==> src/rtl/dplca_id_alloc_if.sv <==
// Claim-table read port and claim write handshake between the ID allocator and the claim table.
interface dplca_id_alloc_if;
  logic [7:0] tbl_rd_addr;
  logic [1:0] tbl_rd_data;
  logic       claim_req;
  logic       claim_ack;
  logic [7:0] claim_id;

  modport master (
    output tbl_rd_addr,
    input  tbl_rd_data,
    output claim_req,
    input  claim_ack,
    output claim_id
  );

  modport slave (
    input  tbl_rd_addr,
    output tbl_rd_data,
    input  claim_req,
    output claim_ack,
    input  claim_id
  );
endinterface

==> src/rtl/dplca_id_alloc.sv <==
// PLCA TXOP ID allocator: scans the claim table for a free ID, claims it, holds it
// through a number of table updates without conflict, then commits it as the local ID.
//
// state  | meaning
// IDLE   | allocator off or waiting for an aging pulse
// SCAN   | reading claim table entries looking for NONE
// CLAIM  | requesting a HARD write at claim_id
// HOLD   | counting table updates without conflict
// ACTIVE | claim_id committed as local node ID
// NO_ID  | last scan found no free ID
module dplca_id_alloc (
  input  logic                   clk,
  input  logic                   reset,
  input  logic                   dplca_en,
  input  logic                   dplca_new_age,
  input  logic                   dplca_txop_table_upd,
  input  logic                   conflict,
  input  logic [7:0]             max_id,
  input  logic [7:0]             hold_cycles,
  dplca_id_alloc_if.master       bus,
  output logic                   id_valid,
  output logic                   no_id_err,
  output logic [2:0]             alloc_state
);

  typedef enum logic [2:0] {
    IDLE   = 3'b000,
    SCAN   = 3'b001,
    CLAIM  = 3'b010,
    HOLD   = 3'b011,
    ACTIVE = 3'b100,
    NO_ID  = 3'b101
  } state_t;

  localparam logic [1:0] ENTRY_NONE = 2'b10;

  state_t     state, state_nxt;
  logic [7:0] start_ptr, rd_ptr, rd_addr_q, issued, examined, hold_cnt, claim_id_q;
  logic       rd_vld;
  logic       hit, miss_all, issue;
  logic [7:0] hold_inc, conflict_ptr, ptr_src, scan_first;

  // A returned NONE stops further issue so the read sequence ends at the free entry.
  assign hit      = (state == SCAN) && rd_vld && (bus.tbl_rd_data == ENTRY_NONE);
  assign miss_all = (state == SCAN) &&
                    ((max_id == 8'd0) ||
                     (rd_vld && !hit && (({1'b0, examined} + 9'd1) == {1'b0, max_id})));
  assign issue    = (state == SCAN) && dplca_en && (issued < max_id) && !hit;

  assign hold_inc     = (dplca_txop_table_upd && (hold_cnt != 8'hFF)) ? hold_cnt + 8'd1 : hold_cnt;
  assign conflict_ptr = (claim_id_q >= max_id) ? 8'd1 : claim_id_q + 8'd1;
  assign ptr_src      = ((state == HOLD) || (state == ACTIVE)) ? conflict_ptr : start_ptr;
  assign scan_first   = ((ptr_src == 8'd0) || (ptr_src > max_id)) ? 8'd1 : ptr_src;

  always_comb begin
    state_nxt = state;
    if (!dplca_en) begin
      state_nxt = IDLE;
    end else begin
      case (state)
        IDLE:    if (dplca_new_age) state_nxt = SCAN;
        SCAN:    if (hit) state_nxt = CLAIM;
                 else if (miss_all) state_nxt = NO_ID;
        CLAIM:   if (bus.claim_ack) state_nxt = HOLD;
        HOLD:    if (conflict) state_nxt = SCAN;
                 else if (hold_inc >= hold_cycles) state_nxt = ACTIVE;
        ACTIVE:  if (conflict) state_nxt = SCAN;
        NO_ID:   if (dplca_new_age) state_nxt = SCAN;
        default: state_nxt = IDLE;
      endcase
    end
  end

  always_ff @(posedge clk) begin
    if (reset) begin
      state      <= IDLE;
      start_ptr  <= 8'd1;
      rd_ptr     <= 8'd1;
      rd_addr_q  <= 8'd0;
      rd_vld     <= 1'b0;
      issued     <= 8'd0;
      examined   <= 8'd0;
      hold_cnt   <= 8'd0;
      claim_id_q <= 8'd0;
    end else begin
      state  <= state_nxt;
      rd_vld <= issue;
      if (issue) begin
        rd_addr_q <= rd_ptr;
        rd_ptr    <= (rd_ptr >= max_id) ? 8'd1 : rd_ptr + 8'd1;
        issued    <= issued + 8'd1;
      end
      if ((state == SCAN) && rd_vld && !hit)
        examined <= examined + 8'd1;
      if ((state == SCAN) && (state_nxt == CLAIM))
        claim_id_q <= rd_addr_q;
      if ((state == CLAIM) && bus.claim_ack)
        hold_cnt <= 8'd0;
      else if (state == HOLD)
        hold_cnt <= hold_inc;
      // Scan entry overrides the per-cycle scan bookkeeping above.
      if ((state_nxt == SCAN) && (state != SCAN)) begin
        rd_ptr   <= scan_first;
        issued   <= 8'd0;
        examined <= 8'd0;
        rd_vld   <= 1'b0;
        if ((state == HOLD) || (state == ACTIVE))
          start_ptr <= conflict_ptr;
      end
    end
  end

  assign bus.tbl_rd_addr = issue ? rd_ptr : 8'd0;
  assign bus.claim_req   = (state == CLAIM);
  assign bus.claim_id    = claim_id_q;
  assign id_valid        = (state == ACTIVE);
  assign no_id_err       = (state == NO_ID);
  assign alloc_state     = state;

endmodule

==> src/flat_wrapper.sv <==
// flat-port wrapper written by rule: the top's interface ports become plain ports
module dplca_id_alloc_flat 
  (clk, reset, dplca_en, dplca_new_age, dplca_txop_table_upd, conflict, max_id, hold_cycles, id_valid, no_id_err, alloc_state, bus_tbl_rd_addr, bus_tbl_rd_data, bus_claim_req, bus_claim_ack, bus_claim_id);
  dplca_id_alloc_if bus_i ();
  input  logic clk;
  input  logic reset;
  input  logic dplca_en;
  input  logic dplca_new_age;
  input  logic dplca_txop_table_upd;
  input  logic conflict;
  input  logic [7:0] max_id;
  input  logic [7:0] hold_cycles;
  output logic id_valid;
  output logic no_id_err;
  output logic [2:0] alloc_state;
  output wire logic [$bits(bus_i.tbl_rd_addr)-1:0] bus_tbl_rd_addr;
  input wire logic [$bits(bus_i.tbl_rd_data)-1:0] bus_tbl_rd_data;
  output wire logic [$bits(bus_i.claim_req)-1:0] bus_claim_req;
  input wire logic [$bits(bus_i.claim_ack)-1:0] bus_claim_ack;
  output wire logic [$bits(bus_i.claim_id)-1:0] bus_claim_id;
  assign bus_tbl_rd_addr = bus_i.tbl_rd_addr;
  assign bus_i.tbl_rd_data = bus_tbl_rd_data;
  assign bus_claim_req = bus_i.claim_req;
  assign bus_i.claim_ack = bus_claim_ack;
  assign bus_claim_id = bus_i.claim_id;
  dplca_id_alloc u_core (.clk(clk), .reset(reset), .dplca_en(dplca_en), .dplca_new_age(dplca_new_age), .dplca_txop_table_upd(dplca_txop_table_upd), .conflict(conflict), .max_id(max_id), .hold_cycles(hold_cycles), .bus(bus_i), .id_valid(id_valid), .no_id_err(no_id_err), .alloc_state(alloc_state));
endmodule
==> config.mk <==
export PLATFORM = sky130hd
export DESIGN_NAME = dplca_id_alloc_flat
export DESIGN_NICKNAME = d
export VERILOG_FILES = /design/src/rtl/dplca_id_alloc_if.sv /design/src/rtl/dplca_id_alloc.sv /design/src/flat_wrapper.sv
export SDC_FILE = /design/constraint.sdc
export NUM_CORES = 1
export LEC_CHECK = 0
export CAP_MARGIN = 5
export CORE_MARGIN = 5
export CORE_UTILIZATION = 40
export CTS_CLUSTER_DIAMETER = 100
export DETAILED_ROUTE_END_ITERATION = 7
export GPL_ROUTABILITY_DRIVEN = 0
export SYNTH_ARGS = -nofsm -noshare
export SYNTH_HDL_FRONTEND = slang
export SYNTH_SLANG_ARGS = --single-unit
==> constraint.sdc <==
create_clock -name clk -period 5.01 [get_ports clk]
set_clock_uncertainty 0.1 [all_clocks]
set_input_delay 1.002 -clock clk [delete_from_list [all_inputs] [get_ports clk]]
set_output_delay 1.002 -clock clk [all_outputs]
set_load 0.01 [all_outputs]
==> flow_metrics.py <==
metrics = {
    "grt": {
        "grt_pass1_wl_um": 19900,
        "grt_max_degree": 31,
        "grt.overflow.total": 0,
        "track_usage_pct": 19.2,
        "first_global_vias": 3944,
        "antenna_found_initial": 0,
    },
    "finish": {
        "area_growth_pct": 17.4,
        "n_antenna_cell": 0,
        "drive_gt1_share_pct": 7.78,
        "utilization_pct": 47.8,
        "fillers": 1057,
        "final_net_count": 656,
        "design_area_um2": 5150,
    },
    "floorplanning": {
        "fp.coreArea_um2": 10800,
        "die_area_um2": 13200,
        "dieWidth_um": 115,
        "io_pins": 47,
        "initial_core_util_pct": 40.7,
        "rows": 38,
        "fp.dieH_um": 115,
    },
    "drt": {
        "met3_length_um": 712,
        "drt_wl_total_um": 12300,
        "antenna_left": 0,
        "drtIter0Drc": 205,
        "routed.top_layer": "met4",
        "num_vias": 4070,
        "drt-met1-wl_um": 5310,
        "route.detailed.drc": 0,
        "via_per_inst": 5.57,
        "wl_per_cell_um": 16.8,
        "first_pass_iters": 5,
        "wl_met2_um": 5920,
    },
    "yosys": {
        "seq_area_frac_synth_pct": 27.4,
        "syn_inst": 541,
        "synth_adder_area_share_pct": 12.5,
        "syn_nets": 610,
        "synth.ff_latch_count": 60,
        "avgSynthCellArea_um2": 8.12,
        "synth_ff_type": "dfxtp_1",
        "synth-async-reset-ratio_pct": 0,
        "synthTopCellsByArea": "dfxtp_1 27%, ha_1 13%, xnor2_1 5.6%",
        "netlist_area_um2": 4390,
        "yosysTopAreaCellShare_pct": 27.4,
        "yosysWarnings": 0,
        "yosys.area.top_type": "dfxtp_1",
        "synth_compound_area_share_pct": 19.7,
        "synth_top_family_by_area": "simple AND/OR/NAND/NOR gates",
        "synthMuxAreaShare_pct": 2.74,
        "synth_edf_count": 0,
        "yosysUniqueCellTypes": 69,
        "synth_simple_gate_area_share_pct": 23.2,
        "synth_xor_area_share_pct": 8.77,
    },
    "setup_path": {
        "critPathLaunch": "max_id[5]",
        "worstSetupPathType": "input pin to primary output",
        "crit_required_ns": 3.91,
        "cp-start-kind": "input pin",
        "worst-path-max-fanout": 9,
        "arrival_ns": 3.76,
        "end_kind": "primary output",
        "worstReg2RegStart": "u_core.bus.claim_id[7]",
    },
    "clock_tree": {
        "clk_pin_slew_ns": 0.06,
        "clk_latency_ns": 0.36,
        "cts-htree-levels": 3,
        "cts_resized": 0,
        "postCtsHoldBufs": 0,
        "cts_setup_buffers": 0,
        "numCtsBuffers": 9,
        "cts_tree": "built",
        "clock_path_buffers": 2,
        "clockRootBuffer": "clkbuf_8",
        "clkSinkCount": 60,
    },
    "timing": {
        "fmax_mhz": 206,
        "finalCritPeriodShare_pct": 97.1,
        "setup_violations": 0,
        "tns_ns": 0,
        "finalHoldViolCount": 0,
        "fin_crit_ns": 4.86,
        "relSlewSlack_pct": 46.8,
        "worst_slew_pin_slew_ns": 0.797,
        "drv_slew": 0,
        "rsz0062_at_grt": "false",
    },
    "power_and_ir_drop": {
        "vdd_ir_drop_max_uv": 201,
        "p_per_area_nw_per_um2": 212,
        "p_leak_nw": 2.26,
    },
    "worst_hold_path": {
        "hold_start": "u_core.rd_addr_q[1]",
        "hold_path_class": "flip-flop to flip-flop",
    },
    "placement": {
        "placed_area_um2": 4970,
        "post-dp-hpwl_um": 9330,
        "portBuffers": 46,
    },
    "flow_run": {
        "cap_violations": 0,
    },
    "run_status": {
        "status": "complete, no violations",
    },
}
-- kinds of logic after synthesis --
group,after synthesis
simple gates,210
compound gates,117
flops,60
buf+inv,54
xor+xnor,44
fa+ha+maj,44
mux,12
-- critical path, stage by stage --
cell	delay, ns
clkdlybuf4s50_1	0.55
inv_1	0.10
ha_1	0.32
a21o_1	0.16
a221o_1	0.33
a31o_2	0.25
a21oi_2	0.14
buf_4	0.19
nand2_1	0.10
inv_1	0.07
clkdlybuf4s50_1	0.53
-- cells in the mapped netlist (4+ instances only) --
| library cell | n |
|---|---|
| a211oi_1 | 6 |
| a21o_1 | 7 |
| a21oi_1 | 30 |
| a311oi_1 | 4 |
| a31o_2 | 4 |
| and3_1 | 6 |
| buf_6 | 5 |
| clkbuf_1 | 9 |
| dfxtp_1 | 60 |
| ha_1 | 44 |
| inv_1 | 34 |
| mux2i_1 | 12 |
| nand2_1 | 60 |
| nand2b_1 | 7 |
| nand3_1 | 21 |
| nand4_1 | 8 |
| nor2_1 | 62 |
| nor2b_1 | 4 |
| nor3_1 | 10 |
| nor4_1 | 5 |
| o211ai_1 | 6 |
| o21ai_0 | 14 |
| o31a_1 | 4 |
| xnor2_1 | 28 |
| xor2_1 | 16 |
-- placed cells by master, fill, tap and decap left out, drive strengths merged, types with 5 or more instances in the layout --
cell type      Yosys  routed
a211oi             6       6
a21o               7       7
a21oi             32      32
a311oi             6       6
and3               6       6
buf               10       8
clkbuf             9      14
clkdlybuf4s50      0      46
dfxtp             60      60
ha                44      44
inv               35      35
mux2i             12      12
nand2             60      60
nand2b             7       7
nand3             21      21
nand4              8       8
nor2              63      63
nor2b              5       5
nor3              10      10
nor4               6       6
o211ai             6       6
o21ai             18      18
xnor2             28      28
xor2              16      16
-- area by class of cell --
type,count,area (um^2),area share [%]
inverter,35,131,2.55
clock buffer,14,183,3.54
sequential,60,1200,23.3
timing repair buffer,54,520,10.1
multi-input combinational,427,2940,57.0
tap,140,175,3.40
clock inverter,1,5.00,0.0971
-- per-stage QoR --
step	cells	power (mW)	hold WS, ns	worst slack, ns
floorplan	541	0.620	0.336	1.15
global placement	716	0.678	0.363	0.210
detailed placement	716	0.683	0.364	0.161
CTS	731	1.11	0.373	0.166
global route	731	1.15	0.391	0.0147
finish	731	1.09	0.372	0.147
-- power by group --
group	internal, mW	switching, mW
registers	0.488	0.0161
clock network	0.230	0.186
logic	0.0756	0.0941
total	0.794	0.297
-- state kept, by name, summed over array words and instances (netlist names) --
signal	flops
u_core.alloc_state	3
u_core.bus.claim_id	8
u_core.examined	8
u_core.hold_cnt	8
u_core.issued	8
u_core.rd_addr_q	8
u_core.rd_ptr	8
u_core.rd_vld	1
u_core.start_ptr	8
-- per-layer routing --
metal | global-route usage [%] | vias up
met1 | 22.8 | 1906
li1 | - | 2021
met2 | 32.9 | 122
met3 | 5.37 | 21
met4 | 7.20 | 0
met5 | 0 | -
-- final timing paths --
check | to | slack [ns] | depth (start not counted)
hold reg to reg | u_core.rd_addr_q[1] | 0.37 | 2
setup / recovery | bus_tbl_rd_addr[5] | 0.15 | 11
hold / removal | u_core.rd_addr_q[1] | 0.37 | 2
setup reg to reg | u_core.rd_ptr[5] | 1.34 | 13
Power figures use the tool's default switching activity.
